<file path="src/rtl/router_node_port_pkg.sv">
// Shared types for the router-side node port: packet type, burst length, TX FSM states.
// Latency: n/a (types and constants only).
// Backpressure: n/a.
package router_node_port_pkg;

    localparam int BYTES_PER_PKT = 4;
    localparam int PKT_W         = 8 * BYTES_PER_PKT;

    // 32-bit packet as carried over the node<->router link, byte0 in [31:24]
    typedef logic [PKT_W-1:0] pkt_t;

    typedef enum logic [2:0] {
        TX_IDLE,
        TX_B0,
        TX_B1,
        TX_B2,
        TX_B3
    } tx_state_t;

    // Most-significant byte of a packet: the next byte to go on the wire
    function automatic logic [7:0] msb_byte(input pkt_t p);
        return p[PKT_W-1 -: 8];
    endfunction

endpackage

</file>
<file path="src/rtl/router_node_port_fifo.sv">
// Packet FIFO for the inbound path; combinational head read, push/pop with occupancy count.
// Latency: a pushed entry is visible at the head (count != 0) the cycle after the push edge.
// Backpressure: push is ignored when full unless a pop happens on the same edge.
// Ports: clock/reset, push + push_data, pop, head (entry at read pointer), count (occupancy).
module port_fifo
    import router_node_port_pkg::*;
#(
    parameter int  DEPTH = 2,
    localparam int CW    = $clog2(DEPTH + 1)
)(
    input  logic          clock,
    input  logic          reset,
    input  logic          push,
    input  pkt_t          push_data,
    input  logic          pop,
    output pkt_t          head,
    output logic [CW-1:0] count
);

    localparam int AW = (DEPTH > 1) ? $clog2(DEPTH) : 1;

    pkt_t          mem [DEPTH];
    logic [AW-1:0] rd_ptr;
    logic [AW-1:0] wr_ptr;
    logic          full;
    logic          do_push;
    logic          do_pop;

    function automatic logic [AW-1:0] ptr_inc(input logic [AW-1:0] p);
        return (p == AW'(DEPTH - 1)) ? '0 : p + AW'(1);
    endfunction

    assign full    = (count == CW'(DEPTH));
    assign do_pop  = pop && (count != '0);
    // Push at full is allowed only when the head leaves on the same edge
    assign do_push = push && (!full || do_pop);
    assign head    = mem[rd_ptr];

    always_ff @(posedge clock or posedge reset) begin
        if (reset) begin
            rd_ptr <= '0;
            wr_ptr <= '0;
            count  <= '0;
            for (int i = 0; i < DEPTH; i++) begin
                mem[i] <= '0;
            end
        end else begin
            if (do_push) begin
                mem[wr_ptr] <= push_data;
                wr_ptr      <= ptr_inc(wr_ptr);
            end
            if (do_pop) begin
                rd_ptr <= ptr_inc(rd_ptr);
            end
            case ({do_push, do_pop})
                2'b10:   count <= count + CW'(1);
                2'b01:   count <= count - CW'(1);
                default: count <= count;
            endcase
        end
    end

endmodule

</file>
<file path="src/rtl/router_node_port.sv">
// Router-side endpoint of the byte-serial node link: RX burst reassembly into a FIFO, TX packet serializer.
// Latency: RX packet valid the cycle after its 4th byte edge; TX byte0 on the wire 2 edges after accept (node_free=1).
// Backpressure: router_free throttles the node per packet; tx_ready drops while the TX holding register is full.
// Ports: node link (node_put/node_payload in, router_put/router_payload out, router_free out, node_free in),
//        crossbar RX (rx_pkt/rx_valid out, rx_ready in), crossbar TX (tx_pkt/tx_valid in, tx_ready out).
// Optional: define ROUTER_PORT_STATS_EN to add rx_pkt_count, tx_pkt_count and sticky proto_err outputs.
module router_node_port
    import router_node_port_pkg::*;
#(
    parameter int RX_DEPTH = 2
)(
    input  logic        clock,
    input  logic        reset,
    input  logic        node_put,
    input  logic [7:0]  node_payload,
    output logic        router_free,
    output logic        router_put,
    output logic [7:0]  router_payload,
    input  logic        node_free,
    output pkt_t        rx_pkt,
    output logic        rx_valid,
    input  logic        rx_ready,
    input  pkt_t        tx_pkt,
    input  logic        tx_valid,
    output logic        tx_ready
`ifdef ROUTER_PORT_STATS_EN
    ,
    output logic [15:0] rx_pkt_count,
    output logic [15:0] tx_pkt_count,
    output logic        proto_err
`endif
);

    localparam int CW = $clog2(RX_DEPTH + 1);

    // ------------------------------------------------------------------
    // RX: byte assembly
    // ------------------------------------------------------------------
    logic [1:0]    rx_cnt;
    logic [1:0]    rx_cnt_next;
    logic [7:0]    asm_b0;
    logic [7:0]    asm_b1;
    logic [7:0]    asm_b2;
    logic          rx_busy;
    logic          rx_accept;
    logic          rx_drop;
    logic          rx_push;
    logic          rx_pop;
    logic [CW-1:0] rx_count;
    logic [CW-1:0] occ_next;
    pkt_t          rx_asm_pkt;

    assign rx_busy     = (rx_cnt != 2'd0);
    // Mid-burst bytes are always taken; a new burst needs router_free
    assign rx_accept   = node_put && (rx_busy || router_free);
    assign rx_drop     = node_put && !rx_busy && !router_free;
    assign rx_push     = rx_accept && (rx_cnt == 2'd3);
    assign rx_pop      = rx_valid && rx_ready;
    assign rx_cnt_next = rx_accept ? rx_cnt + 2'd1 : rx_cnt;
    assign occ_next    = rx_count + CW'(rx_push) - CW'(rx_pop);
    assign rx_asm_pkt  = {asm_b0, asm_b1, asm_b2, node_payload};

    always_ff @(posedge clock or posedge reset) begin
        if (reset) begin
            rx_cnt      <= 2'd0;
            asm_b0      <= 8'd0;
            asm_b1      <= 8'd0;
            asm_b2      <= 8'd0;
            router_free <= 1'b1;
        end else begin
            rx_cnt <= rx_cnt_next;
            if (rx_accept) begin
                case (rx_cnt)
                    2'd0:    asm_b0 <= node_payload;
                    2'd1:    asm_b1 <= node_payload;
                    2'd2:    asm_b2 <= node_payload;
                    default: ; // byte3 goes straight into the FIFO
                endcase
            end
            // Free only between bursts and only if a whole packet still fits
            router_free <= (rx_cnt_next == 2'd0) && (occ_next < CW'(RX_DEPTH));
        end
    end

    port_fifo #(
        .DEPTH (RX_DEPTH)
    ) u_rx_fifo (
        .clock     (clock),
        .reset     (reset),
        .push      (rx_push),
        .push_data (rx_asm_pkt),
        .pop       (rx_pop),
        .head      (rx_pkt),
        .count     (rx_count)
    );

    assign rx_valid = (rx_count != '0);

    // ------------------------------------------------------------------
    // TX: holding register
    // ------------------------------------------------------------------
    pkt_t      hold_q;
    logic      hold_full;
    logic      tx_load;
    logic      tx_take;
    tx_state_t tx_state;
    pkt_t      shift_q;

    assign tx_ready = !hold_full;
    assign tx_load  = tx_valid && tx_ready;
    assign tx_take  = (tx_state == TX_IDLE) && hold_full && node_free;

    // tx_load and tx_take never coincide: loading needs the register empty
    always_ff @(posedge clock or posedge reset) begin
        if (reset) begin
            hold_q    <= '0;
            hold_full <= 1'b0;
        end else if (tx_load) begin
            hold_q    <= tx_pkt;
            hold_full <= 1'b1;
        end else if (tx_take) begin
            hold_full <= 1'b0;
        end
    end

    // ------------------------------------------------------------------
    // TX: serializer FSM; each Bn state drives byte n onto the wire at its
    // exit edge, so the wire lags the state by one cycle and the IDLE visit
    // between bursts leaves one dead cycle on the link.
    // ------------------------------------------------------------------
    always_ff @(posedge clock or posedge reset) begin
        if (reset) begin
            tx_state       <= TX_IDLE;
            shift_q        <= '0;
            router_put     <= 1'b0;
            router_payload <= 8'd0;
        end else begin
            case (tx_state)
                TX_IDLE: begin
                    router_put     <= 1'b0;
                    router_payload <= 8'd0;
                    if (tx_take) begin
                        shift_q  <= hold_q;
                        tx_state <= TX_B0;
                    end
                end
                TX_B0, TX_B1, TX_B2, TX_B3: begin
                    router_put     <= 1'b1;
                    router_payload <= msb_byte(shift_q);
                    shift_q        <= shift_q << 8;
                    case (tx_state)
                        TX_B0:   tx_state <= TX_B1;
                        TX_B1:   tx_state <= TX_B2;
                        TX_B2:   tx_state <= TX_B3;
                        default: tx_state <= TX_IDLE;
                    endcase
                end
                default: begin
                    tx_state   <= TX_IDLE;
                    router_put <= 1'b0;
                end
            endcase
        end
    end

`ifdef ROUTER_PORT_STATS_EN
    // ------------------------------------------------------------------
    // Statistics: wrapping packet counters and sticky protocol error
    // ------------------------------------------------------------------
    always_ff @(posedge clock or posedge reset) begin
        if (reset) begin
            rx_pkt_count <= 16'd0;
            tx_pkt_count <= 16'd0;
            proto_err    <= 1'b0;
        end else begin
            if (rx_push) begin
                rx_pkt_count <= rx_pkt_count + 16'd1;
            end
            if (tx_state == TX_B3) begin
                tx_pkt_count <= tx_pkt_count + 16'd1;
            end
            if (rx_drop) begin
                proto_err <= 1'b1;
            end
        end
    end
`else
    logic unused_drop;
    assign unused_drop = rx_drop;
`endif

endmodule

</file>
<file path="config.mk">
export PLATFORM = sky130hd
export DESIGN_NAME = router_node_port
export DESIGN_NICKNAME = d
export VERILOG_FILES = /design/src/rtl/router_node_port_pkg.sv /design/src/rtl/router_node_port_fifo.sv /design/src/rtl/router_node_port.sv
export SDC_FILE = /design/constraint.sdc
export NUM_CORES = 1
export LEC_CHECK = 0
export CAP_MARGIN = 20
export CORE_MARGIN = 2
export CORE_UTILIZATION = 43
export CTS_BUF_LIST = sky130_fd_sc_hd__clkbuf_16
export CTS_CLUSTER_DIAMETER = 40
export DETAILED_ROUTE_END_ITERATION = 10
export PLACE_DENSITY = 0.7
export RECOVER_POWER = 100
export REMOVE_ABC_BUFFERS = 1
export SYNTH_ARGS = -nofsm -noshare
export SYNTH_HDL_FRONTEND = slang
export SYNTH_HIERARCHICAL = 1
export SYNTH_SLANG_ARGS = --single-unit
</file>
<file path="constraint.sdc">
create_clock -name clock -period 3.08 [get_ports clock]
set_input_delay 0.308 -clock clock [delete_from_list [all_inputs] [get_ports clock]]
set_output_delay 0.308 -clock clock [all_outputs]
set_load 0.03 [all_outputs]
</file>
### After elaboration in Yosys (flattened, before gate mapping)

Cells that the tools add are included.

* register bits after elaboration: 172
* input bits: 46
* output and inout bits: 44

* add/subtract/negate cells: 7
* magnitude comparators: 4
* equality and inequality tests: 11
* mux-type cells: 19
* bitwise operators: 2
* reduce and logical (&&, ||, !) cells: 27

Operator list (count)
* two-way mux 32 bit: 5
* bitwise mux 64 bit: 1
* case mux 32 bit (2 select lines): 1
* demux 32 bit (select 1 bit): 1
* case mux 8 bit (2 select lines): 1
* logical AND 1 bit: 10
* nonzero test 2 bit: 5
* case mux 3 bit (3 select lines): 1
* equality test 2 bit (second input constant): 4
* AND reduction 2 bit: 4
* equality test 3 x 2 -> 1 bit (second input constant): 2
* case mux 3 bit (2 select lines): 1
* two-way mux 1 bit: 5
* adder 2 x 1 -> 2 bit (second input constant): 2
* equality test 2 x 1 -> 1 bit (second input constant): 2
* >= comparator 2 bit (second input constant): 2
* logical NOT 2 bit: 2
* inverter 1 -> 2 bit: 2
* case mux 2 bit (2 select lines): 1
* OR reduction 4 bit: 1
* equality test 3 x 1 -> 1 bit (second input constant): 1
* equality test 3 bit (second input constant): 1
* logical NOT 3 bit: 1
* two-way mux 3 bit: 1
* other kinds (10): 13

### Logic depth before layout (Yosys ltp)

* depth in word-level cells: 8
* mapped depth: 10
* gate-level depth less buffers: 10

### Cells and area by module

Netlist, hierarchy kept.

By module, submodules not included
* router_node_port: instances 1, cells an instance 343, area each 4366.7 µm²
* port_fifo: instances 1, cells an instance 188, area each 3031.7 µm²

### Worst setup path after synthesis

Ideal clock, no wire load.

* kind: register -> register
* start: register u_rx_fifo.count[0]
* end: register router_free
* setup time: 0.082 ns
* arrival: 2.065 ns
* required time: 2.998 ns
* setup slack: 0.933 ns
* cell stages (with the launch flop): 7
* clock period less this slack: 2.147 ns
* cells stage by stage: dfrtp_1 > or2_2 > and2_1 > ha_1 > nand2b_1 > or4_1 > a22oi_1

* cells in the longest elaborated chain, start to end: 5
* elaborated cells on any way between the ends: 6

RTL lines
* from (decl): line router_node_port_fifo.sv:17 `output logic [CW-1:0] count`
* from (signal assigned): line router_node_port_fifo.sv:56 `2'b10: count <= count + CW'(1);`
* from (signal assigned): line router_node_port_fifo.sv:57 `2'b01: count <= count - CW'(1);`
* from (signal assigned): line router_node_port_fifo.sv:58 `default: count <= count;`
* nonzero test 2 bit: line router_node_port.sv:97 `assign rx_valid = (rx_count != '0);`
* net rx_valid: line router_node_port.sv:21 `output logic rx_valid,`
* logical AND 1 bit: line router_node_port.sv:58 `assign rx_pop = rx_valid && rx_ready;`
* net rx_pop: line router_node_port.sv:48 `logic rx_pop;`
* subtractor 2 x 1 -> 2 bit: line router_node_port.sv:60 `assign occ_next = rx_count + CW'(rx_push) - CW'(rx_pop);`
* < comparator 2 bit: line router_node_port.sv:81 `router_free <= (rx_cnt_next == 2'd0) && (occ_next < CW'(RX_DEPTH));`
* logical AND 1 bit: line router_node_port.sv:81
* to (signal assigned): line router_node_port.sv:81
* to (decl): line router_node_port.sv:16 `output logic router_free,`

The timed path passes the listed nets, and every way through them passes these cells.
A chain may end at the register's enable or synchronous reset.

### Worst setup path after layout

* start: register u_rx_fifo.rd_ptr
* end: output port rx_pkt[18]

* cells in the longest elaborated chain, start to end: 4

RTL lines
* from (decl): line router_node_port_fifo.sv:23 `logic [AW-1:0] rd_ptr;`
* from (signal assigned): line router_node_port_fifo.sv:53 `rd_ptr <= ptr_inc(rd_ptr);`
* inverter 1 -> 2 bit (implied by the code): line router_node_port_fifo.sv:37 `assign head = mem[rd_ptr];`
* two-way mux 32 bit (implied by the code) (3 in series): line router_node_port_fifo.sv:37
* to (decl): line router_node_port.sv:20 `output pkt_t rx_pkt,`

Every way passes these cells. The select of a mux whose other input is x is not followed.

==> flow_summary.toml <==
[finish]
fin_area_mm2 = 0.00891
regArea_mm2 = 0.00431
num-nets-final = 671
n_fill_cell = 1430
multi_input_area_mm2 = 0.00269
area_growth_pct = 20.4
drive_above_1_share = 0.275
diodes = 0
final_util = 0.533

[critical_path]
worst-path-max-fanout = 33
critPathArrivalTime_ns = 2.29
start_kind = "register"
criticalPathCategory = "reg -> out"
endpoint_kind = "output pin"
critPathRequiredTime_ns = 2.77

[drt]
drtAntennaViolNets = 0
drt_wl_total_um = 14400
met3_length_um = 642
first_pass_iters = 4
drcViolationCount = 0
wl_met1_um = 6370
top_layer = "met4"
drtIter0Drc = 179
wl_per_cell_um = 16.9
dr_wl_met2_um = 7250
dr_total_vias = 4455
viasPerCell = 5.23

[yosys]
ys.flop_type = "dfrtp_1"
avgSynthCellArea_um2 = 13.9
synth_fa_ha_area_frac = 0.0101
synth-seq-cells = 172
synth_edf_count = 0
yosys_warnings = 6
ys_types = 40
postSynthCellCount = 531
synth_top_area_frac = 0.578
yosys.area_share.xor_xnor = 0.00947
synth_top_family_by_area = "multiplexers"
async_reset_ff_frac = 1.00
netlist_area_mm2 = 0.00740
yosysTopAreaCell = "dfrtp_1"
yosys.area_share.simple = 0.0548
synthTopCellsByArea = "dfrtp_1 (58%), mux2_2 (20%), nor3_1 (2.2%), mux2_4 (2.0%), buf_6 (1.8%)"
synth_mux_area_frac = 0.239
synth_seq_area_share = 0.582
synth-compound-area-share = 0.0563

[floorplanning]
rows = 47
io_pins = 90
dieArea_mm2 = 0.0183
initial_core_util = 0.443
die_height_um = 135
die_x_um = 135
core_region_area_mm2 = 0.0167

[clocking]
cts_setup_buffers = 0
worstSkewPairLatency_ns = 0.42
cts_tree = "done"
cts_made_buffers = 17
clk_path_buf_depth = 2
hold_buffers = 0
root_buffer = "clkbuf_16"
htree_num_levels = 4
cts.repair.resized = 0
clk_pin_slew_ns = 0.06
clkSinkCount = 172

[global_route]
grt_first_pass_wirelength_um = 23900
grt_pass1_vias = 4709
grt.total_usage = 0.168
grt_overflow = 0
antenna_found_initial = 0
grt_max_degree = 77

[place]
dpl-instance-area_mm2 = 0.00845
dp_slack_ns = 0.642
dp_hpwl_um = 9360
portBuffers = 89
gp_congestion = 0.719

[sta]
finalSetupViolations = 0
worst_slack_ns = 0.477
tightest_slew_ns = 1.76
finalClockSkew_ns = 0.00813
slew_violations = 33
slew_headroom = -0.173
setup-tns-final_ns = 0
max_freq_mhz = 384
rsz0062_at_grt = "no"
finalCriticalPeriod_ns = 2.60
finalCritPeriodShare = 0.845
hold_viol = 0

[power]
p_leak_nw = 3.90
power_density_mw_per_mm2 = 1160
ir_worst_vdd_mv = 0.565
power_mw = 10.3

[status]
violations = "max-capacitance violations, max-slew violations"
status = "finished with violations"

[min_path]
hold_class = "in -> reg"

[flow_run]
cap_violations = 2
[placed cells by master, fill, tap and decap left out, types with 2 or more instances in the layout]
cell type        synthesis  layout
inv_1                   32      34
nand2b_1                 3       3
mux2_2                 134     133
a221oi_1                14      16
nand2_1                  3       3
clkinv_1                 0       6
a21oi_1                  9       9
and2_0                   0       2
clkdlybuf4s50_1          0      45
clkinv_2                 0       4
clkbuf_16                0      17
clkbuf_1                 8       5
nand3_1                 10      10
dfrtp_1                171     171
o21a_1                   2       2
dlygate4sd3_1            0      44
xor2_1                   2       2
or4_1                    2       2
a22o_1                   7       7
nor2_1                   7       8
nor3_1                  33      33
ha_1                     6       6
xnor2_1                  6       6
mux2_1                   9      17
buf_4                    2       5
o21ai_1                  8       8
nand3b_1                 2       2
a211oi_1                 8       8
mux2_4                  10       3
[worst paths after layout]
check / from / end / slack, ns / depth (start not counted)
max in group asynchronous: reset / hold_q[17] / 0.66 / 3
min reg2reg: u_rx_fifo/mem[63] / u_rx_fifo/mem[63] / 0.48 / 1
min in group asynchronous: reset / u_rx_fifo/mem[1] / 0.59 / 2
min: tx_valid / hold_full / 0.47 / 3
max: u_rx_fifo/rd_ptr / rx_pkt[18] / 0.48 / 3
max reg2reg: tx_state[0] / shift_q[27] / 0.49 / 5
[synth_stat cells, types with 8 or more instances]
| cell | n |
|---|---|
| nor3_1 | 33 |
| inv_1 | 32 |
| a221oi_1 | 14 |
| mux2_4 | 10 |
| mux2_1 | 9 |
| a21oi_1 | 9 |
| nand3_1 | 10 |
| dfrtp_1 | 171 |
| mux2_2 | 134 |
| clkbuf_1 | 8 |
| a211oi_1 | 8 |
| buf_6 | 12 |
| o21ai_1 | 8 |
| buf_2 | 11 |
[worst max-delay path: stages (launching register included)]
cell,delay [ns]
dfrtp_1,0.32
buf_4,0.43
mux2_2,0.43
dlygate4sd3_1,0.69
[layout make-up]
type / count / area share
timing repair buffer: 102 / 0.113
clock buffer: 17 / 0.0478
inverter: 32 / 0.0136
multi-input combinational: 294 / 0.301
clock inverter: 15 / 0.0103
sequential: 172 / 0.483
tap: 220 / 0.0309
[layer usage]
layer	up-vias	GRT usage
met5	-	0
met1	2279	0.216
met4	0	0.0428
met2	99	0.286
met3	9	0.0430
li1	2068	-
[where the power goes]
part           internal [mW]  total (mW)  leakage, nW  switching [mW]
clock                   1.08        1.89        0.265           0.809
sequential              3.38        4.00         2.10           0.619
combinational           2.12        4.43         1.53            2.30
[state kept, by name, indices dropped and copies added (netlist names)]
name / flops
u_rx_fifo/wr_ptr: 1
shift_q: 32
router_payload: 8
rx_cnt: 2
u_rx_fifo/mem: 64
tx_state: 3
router_put: 1
router_free: 1
asm_b0: 8
asm_b1: 8
hold_full: 1
hold_q: 32
u_rx_fifo/count: 2
asm_b2: 8
u_rx_fifo/rd_ptr: 1
[metrics by stage]
step                      instances  hold slack, ns
after CTS                       851           0.325
after floorplan                 498           0.443
after detailed placement        819           0.471
after global routing            852           0.491
after global placement          819           0.463
final                           852           0.473
[cells by family after synthesis]
kind of cell	count (synthesis)
AOI/OAI and AO/OA	55
xor gates and xnor gates	8
adders and majority gates	6
buffers and inverters	65
DFF	172
muxes	154
and+or+nand+nor	71
(Power assumes the default switching activity.)
==> RTL edit 1: new RTL, same flow settings <==
`RX_DEPTH`: 2 -> 1.
--- a/src/rtl/router_node_port.sv
+++ b/src/rtl/router_node_port.sv
@@ -7,7 +7,7 @@
 module router_node_port
     import router_node_port_pkg::*;
 #(
-    parameter int RX_DEPTH = 2
+    parameter int RX_DEPTH = 1
 )(
     input  logic        clock,
     input  logic        reset,
Formal check against the unedited RTL: not equivalent (a bounded check fails within 10 cycles, from zero or initial values and one cycle with reset high).
==> RTL edit 1 against the original RTL <==
- worst setup slack gained 220 ps
- synthesized area fell by 25%
- first-iteration DRC count grew 45%
- largest cell class unchanged
- sequential cell count shrank 35
- largest power group is now registers
- critical path depth is 1 higher
- critical endpoint is now shift_q[29]
- routed wire length is 26% lower
- power is 21% lower
- register-to-register slack better by 210 ps
- combinational power is 33% lower
- critical path type is now reg2reg
- design area down 21%
- sequential share of layout area up 0.40 points
==> RTL edit 1: results (changes against the original RTL) <==
The first-iteration detailed-routing DRC count is 260 (+45%). The length of routed met3 wiring is 533 microns (-17%). The share of cells above drive strength 1 is 0.143 (-0.132). The fraction of met1 tracks used by global routing is 0.221 (+0.00426).

The critical path ends at shift_q[29]. The number of placed instances, taps included came out at 657 (-20%). The number of inserted filler cells in the final layout is 1,096 (-23%). The post-synthesis cell type count was 37 (-7.5%). The maximum net fanout on the critical path was 23 (-30%). The final estimated routing congestion in global placement came out at 0.748 (+4.1%). The number of warning messages in the yosys log is 6 (unchanged). The detailed-route wire length on metal 1 is 4.87 mm (-24%).

The routed wire length came out at 10.7 mm (-26%). The met2 routing resource usage after global routing is 0.259 (-0.0262). The switching power as a share of total power is 0.347 (-0.0152). The met3 usage in global routing came out at 0.0499 (+0.00688). In this run the worst setup path begins at tx_state[0]. The pin slew with the least headroom to its limit is 1270 ps (-489 ps). The wire length of the first global-routing pass is 18.4 mm (-23%). The post-placement setup slack came out at 1010 ps (+370 ps).

The iteration count of the initial detailed-routing pass came out at 7 (+3). The worst voltage drop across the vdd grid came out at 0.000582 V (+3.0%). The initial antenna violation count is 0 (unchanged). The pin count of the biggest net entering global routing came out at 54 (-30%). The power in sequential cells came out at 3.14 mW (-22%). The static leakage power was 3.26 nW (-16%).

The placement-stage cell area was 6590 sq um (-22%). The min-delay analysis places its worst path in the category in2async. The time the final worst path needs with I/O delays and setup came out at 2380 ps (-222 ps). The global-route total usage across every layer came to 0.169 (+0.000309). The power in combinational cells came out at 2.97 mW (-33%). After synthesis, the cell types taking the most area are sky130_fd_sc_hd__dfrtp_1 61%, sky130_fd_sc_hd__mux2_4 8.1%, sky130_fd_sc_hd__mux2_2 7.1%, sky130_fd_sc_hd__inv_1 3.5%, sky130_fd_sc_hd__a222oi_1 2.7%. The detailed route wirelength on metal2 came out at 5.07 mm (-30%). The sum of net half-perimeters after detailed placement is 7.04 mm (-25%).

The largest registers in the layout are hold_q (32), shift_q (32), u_rx_fifo/mem (32). The count of port buffers added during placement came out at 89 (unchanged). The insertion delay of the later-clocked pin in the worst-skew pair was 420 ps (about the same). The internal cell power is 5.32 mW (-19%).

Counting instances in the post-synthesis netlist gives the leading cell types as 136 x sky130_fd_sc_hd__dfrtp_1, 52 x sky130_fd_sc_hd__inv_1, 35 x sky130_fd_sc_hd__mux2_2. The via count of the first global-routing pass came out at 3,667 (-22%). The worst reg-to-reg setup slack came out at 700 ps (+210 ps).

The final cell count without fillers came to 689 (-19%). The worst slack on hold paths came out at 389 ps (-84.3 ps). The number of gates resized after cts came out at 0 (unchanged). The mean cell area of the mapped netlist is 13.5 sq um (-3.0%). The sequential share of the synthesized area is 0.615 (+0.0328). The net count reported at finish came out at 554 (-17%). The logic depth of the worst register-to-register path came out at 4 (-1).

The area of all sequential standard cells was 3430 sq um (-20%). The flow ran to the end, and the final reports show no timing, DRC or antenna violations. The clock tree skew after final layout is 3.90 ps (-4.24 ps). The detailed-route vias per instance came out at 5.07 (-3.1%).
[RTL edit 1: final cells by class]
| type | count | share of cell area |
|---|---|---|
| flip-flops and latches | 137 | 0.487 |
| clock buffers | 17 | 0.0605 |
| multi-input cells | 200 | 0.238 |
| clock inverters | 15 | 0.0236 |
| inverters | 52 | 0.0281 |
| well taps | 172 | 0.0306 |
| repair buffers | 96 | 0.132 |
[RTL edit 1: logic make-up after synthesis]
logic type / Yosys count / synth area share
AOI/OAI and AO/OA: 69 / 0.0953
xor gates and xnor gates: 3 / 0.00471
adders and majority gates: 4 / 0.00897
buffers and inverters: 76 / 0.0684
DFF: 137 / 0.615
muxes: 69 / 0.159
and+or+nand+nor: 55 / 0.0493
[RTL edit 1: worst max-delay path, stage by stage (launching register included)]
cell                       delay [ps]
sky130_fd_sc_hd__dfrtp_1          490
sky130_fd_sc_hd__o21a_1           220
sky130_fd_sc_hd__clkbuf_1         410
sky130_fd_sc_hd__nor2_2           920
sky130_fd_sc_hd__a222oi_1         160
==> RTL edit 2: new RTL, same settings <==
Made on the original files. Encoding of `tx_state_t`: now one-hot (5 bits for 5 states).
--- a/src/rtl/router_node_port_pkg.sv
+++ b/src/rtl/router_node_port_pkg.sv
@@ -9,12 +9,12 @@
     // 32-bit packet as carried over the node<->router link, byte0 in [31:24]
     typedef logic [PKT_W-1:0] pkt_t;
 
-    typedef enum logic [2:0] {
-        TX_IDLE,
-        TX_B0,
-        TX_B1,
-        TX_B2,
-        TX_B3
+    typedef enum logic [4:0] {
+        TX_IDLE = 5'b00001,
+        TX_B0   = 5'b00010,
+        TX_B1   = 5'b00100,
+        TX_B2   = 5'b01000,
+        TX_B3   = 5'b10000
     } tx_state_t;
 
     // Most-significant byte of a packet: the next byte to go on the wire
Formal check against the unedited RTL: same outputs for any inputs over 10 cycles, from zero or initial values and one cycle with reset high; not proved beyond that.
==> RTL edit 2 against the original RTL <==
- power shrank 4.3%
- hold slack better by 15 ps
- worst setup slack worse by 280 ps
- design area up 0.51%
- synthesized area down 0.59%
- routed wire length decreased by 2.6%
- largest power group is now registers
- critical path type unchanged
- sequential cell count is 2 higher
- sequential power up 1%
- synthesized cell count is 6.0% lower
- die area shrank 0.58%
- the run still ends with capacitance limit, slew limit left
- critical endpoint is now rx_pkt[28]
==> RTL edit 2: results (changes against the original RTL) <==
Counting flops per register, the top entry is u_rx_fifo/mem. The depth of the CTS H-tree is 4 (unchanged). The number of CTS-inserted buffers was 17 (unchanged).

The number of antenna diodes came out at 0 (unchanged). The wire length of the first global-routing pass is 23.4 mm (-2.0%). The tightest min-delay check is of the reg2reg type. The post-synthesis cell type count is 43 (+7.5%).

The number of warning messages in the yosys log is 6 (unchanged). The count of port buffers added during placement is 89 (unchanged). The iteration count of the initial detailed-routing pass was 4 (unchanged). The largest registers in the layout are u_rx_fifo/mem (64), hold_q (32), shift_q (32). The pin count of the biggest net entering global routing is 52 (-32%). The number of placed instances, taps included is 794 (-3.1%). The first-iteration detailed-routing DRC count came to 232 (+30%). The clock transition at the register clock pins on the worst setup and hold paths after CTS is 60 ps (about the same). The run finished, with violations left. In this run the worst setup path begins at u_rx_fifo/rd_ptr. Ranked by instance count, the synthesized netlist is headed by 172 x sky130_fd_sc_hd__dfrtp_1, 135 x sky130_fd_sc_hd__mux2_2, 17 x sky130_fd_sc_hd__or2_2. After synthesis, the cell types taking the most area are sky130_fd_sc_hd__dfrtp_1 59%, sky130_fd_sc_hd__mux2_2 21%, sky130_fd_sc_hd__o221a_2 2.4%, sky130_fd_sc_hd__mux2_4 2.0%, sky130_fd_sc_hd__or2_2 1.4%. The mean cell area of the mapped netlist came to 14.7 sq um (+5.8%).

The detailed-route vias per instance is 5.20 (-0.46%). The number of inserted filler cells in the final layout is 1,351 (-5.5%). The net count reported at finish is 645 (-3.9%).

The largest buffer count on any clock path was 2 (unchanged). The insertion delay of the later-clocked pin in the worst-skew pair is 420 ps (about the same). In this run the most critical hold path is launched from u_rx_fifo/mem[48].

The post-placement setup slack was 711 ps (+69.4 ps). The clock tree skew after final layout came out at 8.22 ps (+0.0871 ps). The via count of the first global-routing pass came out at 4,543 (-3.5%). The sequential share of the synthesized area came out at 0.592 (+0.0104). The worst voltage drop across the vdd grid came to 0.000520 V (-7.9%). The initial antenna violation count is 0 (unchanged).

The worst slew margin relative to its limit came out at -0.273 (-0.0999). The count of antenna-violating nets left after detailed routing is 0 (unchanged). The master cell of the clock root buffer is sky130_fd_sc_hd__clkbuf_16.

The max-slew violation count came out at 85 (+160%). The static leakage power came out at 3.93 nW (+0.76%). The sum of net half-perimeters after detailed placement came out at 9.44 mm (+0.82%). The share of cells above drive strength 1 is 0.351 (+0.0762). The final estimated routing congestion in global placement is 0.699 (-2.8%). The maximum net fanout on the critical path was 15 (-55%). The routed wire length came out at 14.0 mm (-2.6%). The detail-routed net length per standard cell came to 16.9 microns (+0.46%).

The share of async-settable or async-resettable flops after synthesis was 1.00 (unchanged). The number of max-capacitance violations reported came out at 2 (unchanged). The number of gates resized after cts came out at 0 (unchanged). The final reports fail on capacitance limit, slew limit. The number of setup buffers added after CTS is 0 (unchanged). The arrival time at the worst endpoint is 2570 ps (+280 ps). The worst register-to-register path begins at u_rx_fifo/count[0]. The global-route total usage across every layer came out at 0.165 (-0.00281).
==> RTL edit 2: cell types whose count changed after synthesis, sizes merged, moves of 7 or more <==
cell    delta
a211oi     -7
a221oi    -16
buf        -7
inv       -16
nand3      -7
nor3      -34
o211ai     +7
o221a     +16
o32ai      +8
or2       +17
==> RTL edit 2: path summary, 6_finish.rpt <==
check / endpoint / slack [ps] / cells after the start
max: rx_pkt[28] / 200 / 3
min in group asynchronous: u_rx_fifo/mem[7] / 710 / 2
min reg2reg: u_rx_fifo/mem[48] / 490 / 1
max in group asynchronous: shift_q[20] / 700 / 3
min: u_rx_fifo/mem[48] / 490 / 1
max reg2reg: u_rx_fifo/mem[52] / 360 / 6
==> RTL edit 2: through the flow <==
| step | util | power (mW) | cell area, sq um | TNS, ps |
|---|---|---|---|---|
| floorplan | - | 6.68 | 7180 | -1410 |
| global placement | 0.508 | 7.89 | 8460 | 0 |
| detailed placement | 0.508 | 8.07 | 8460 | 0 |
| CTS | 0.543 | 10.2 | 9030 | 0 |
| global route | 0.538 | 10.5 | 8950 | 0 |
| finish | 0.538 | 9.87 | 8950 | 0 |
==> RTL edit 2: routing by layer <==
layer,global-route usage,part of all wire,up-vias
met5,0,0,-
met2,0.274,0.50,101
met3,0.0375,0.042,17
li1,-,-,2007
met4,0.0649,0.016,0
met1,0.212,0.44,2174
==> RTL edit 2: final cells by class <==
class	instances	share of cell area
Inverter	16	0.00671
Clock inverter	15	0.0162
Clock buffer	17	0.0475
Sequential cell	174	0.487
Tap cell	220	0.0308
Multi-Input combinational cell	283	0.305
Timing Repair Buffer	101	0.107
==> RTL edit 2: power breakdown <==
group | switching (mW) | internal, mW
clock | 0.878 | 1.19
combinational | 1.83 | 1.93
sequential | 0.686 | 3.36
==> RTL edit 2: cell families after synthesis <==
group / share of synthesized area
xor+xnor: 0.0107
fa+ha+maj: 0.0102
simple gates: 0.0463
compound gates: 0.0711
buf+inv: 0.0315
mux: 0.238
flops: 0.592
==> RTL edit 2: worst max-delay path, cell delays in order, from the launching register on <==
cell and delay [ps]:
sky130_fd_sc_hd__dfrtp_1 800, sky130_fd_sc_hd__buf_4 310, sky130_fd_sc_hd__mux2_2 350, sky130_fd_sc_hd__dlygate4sd3_1 690
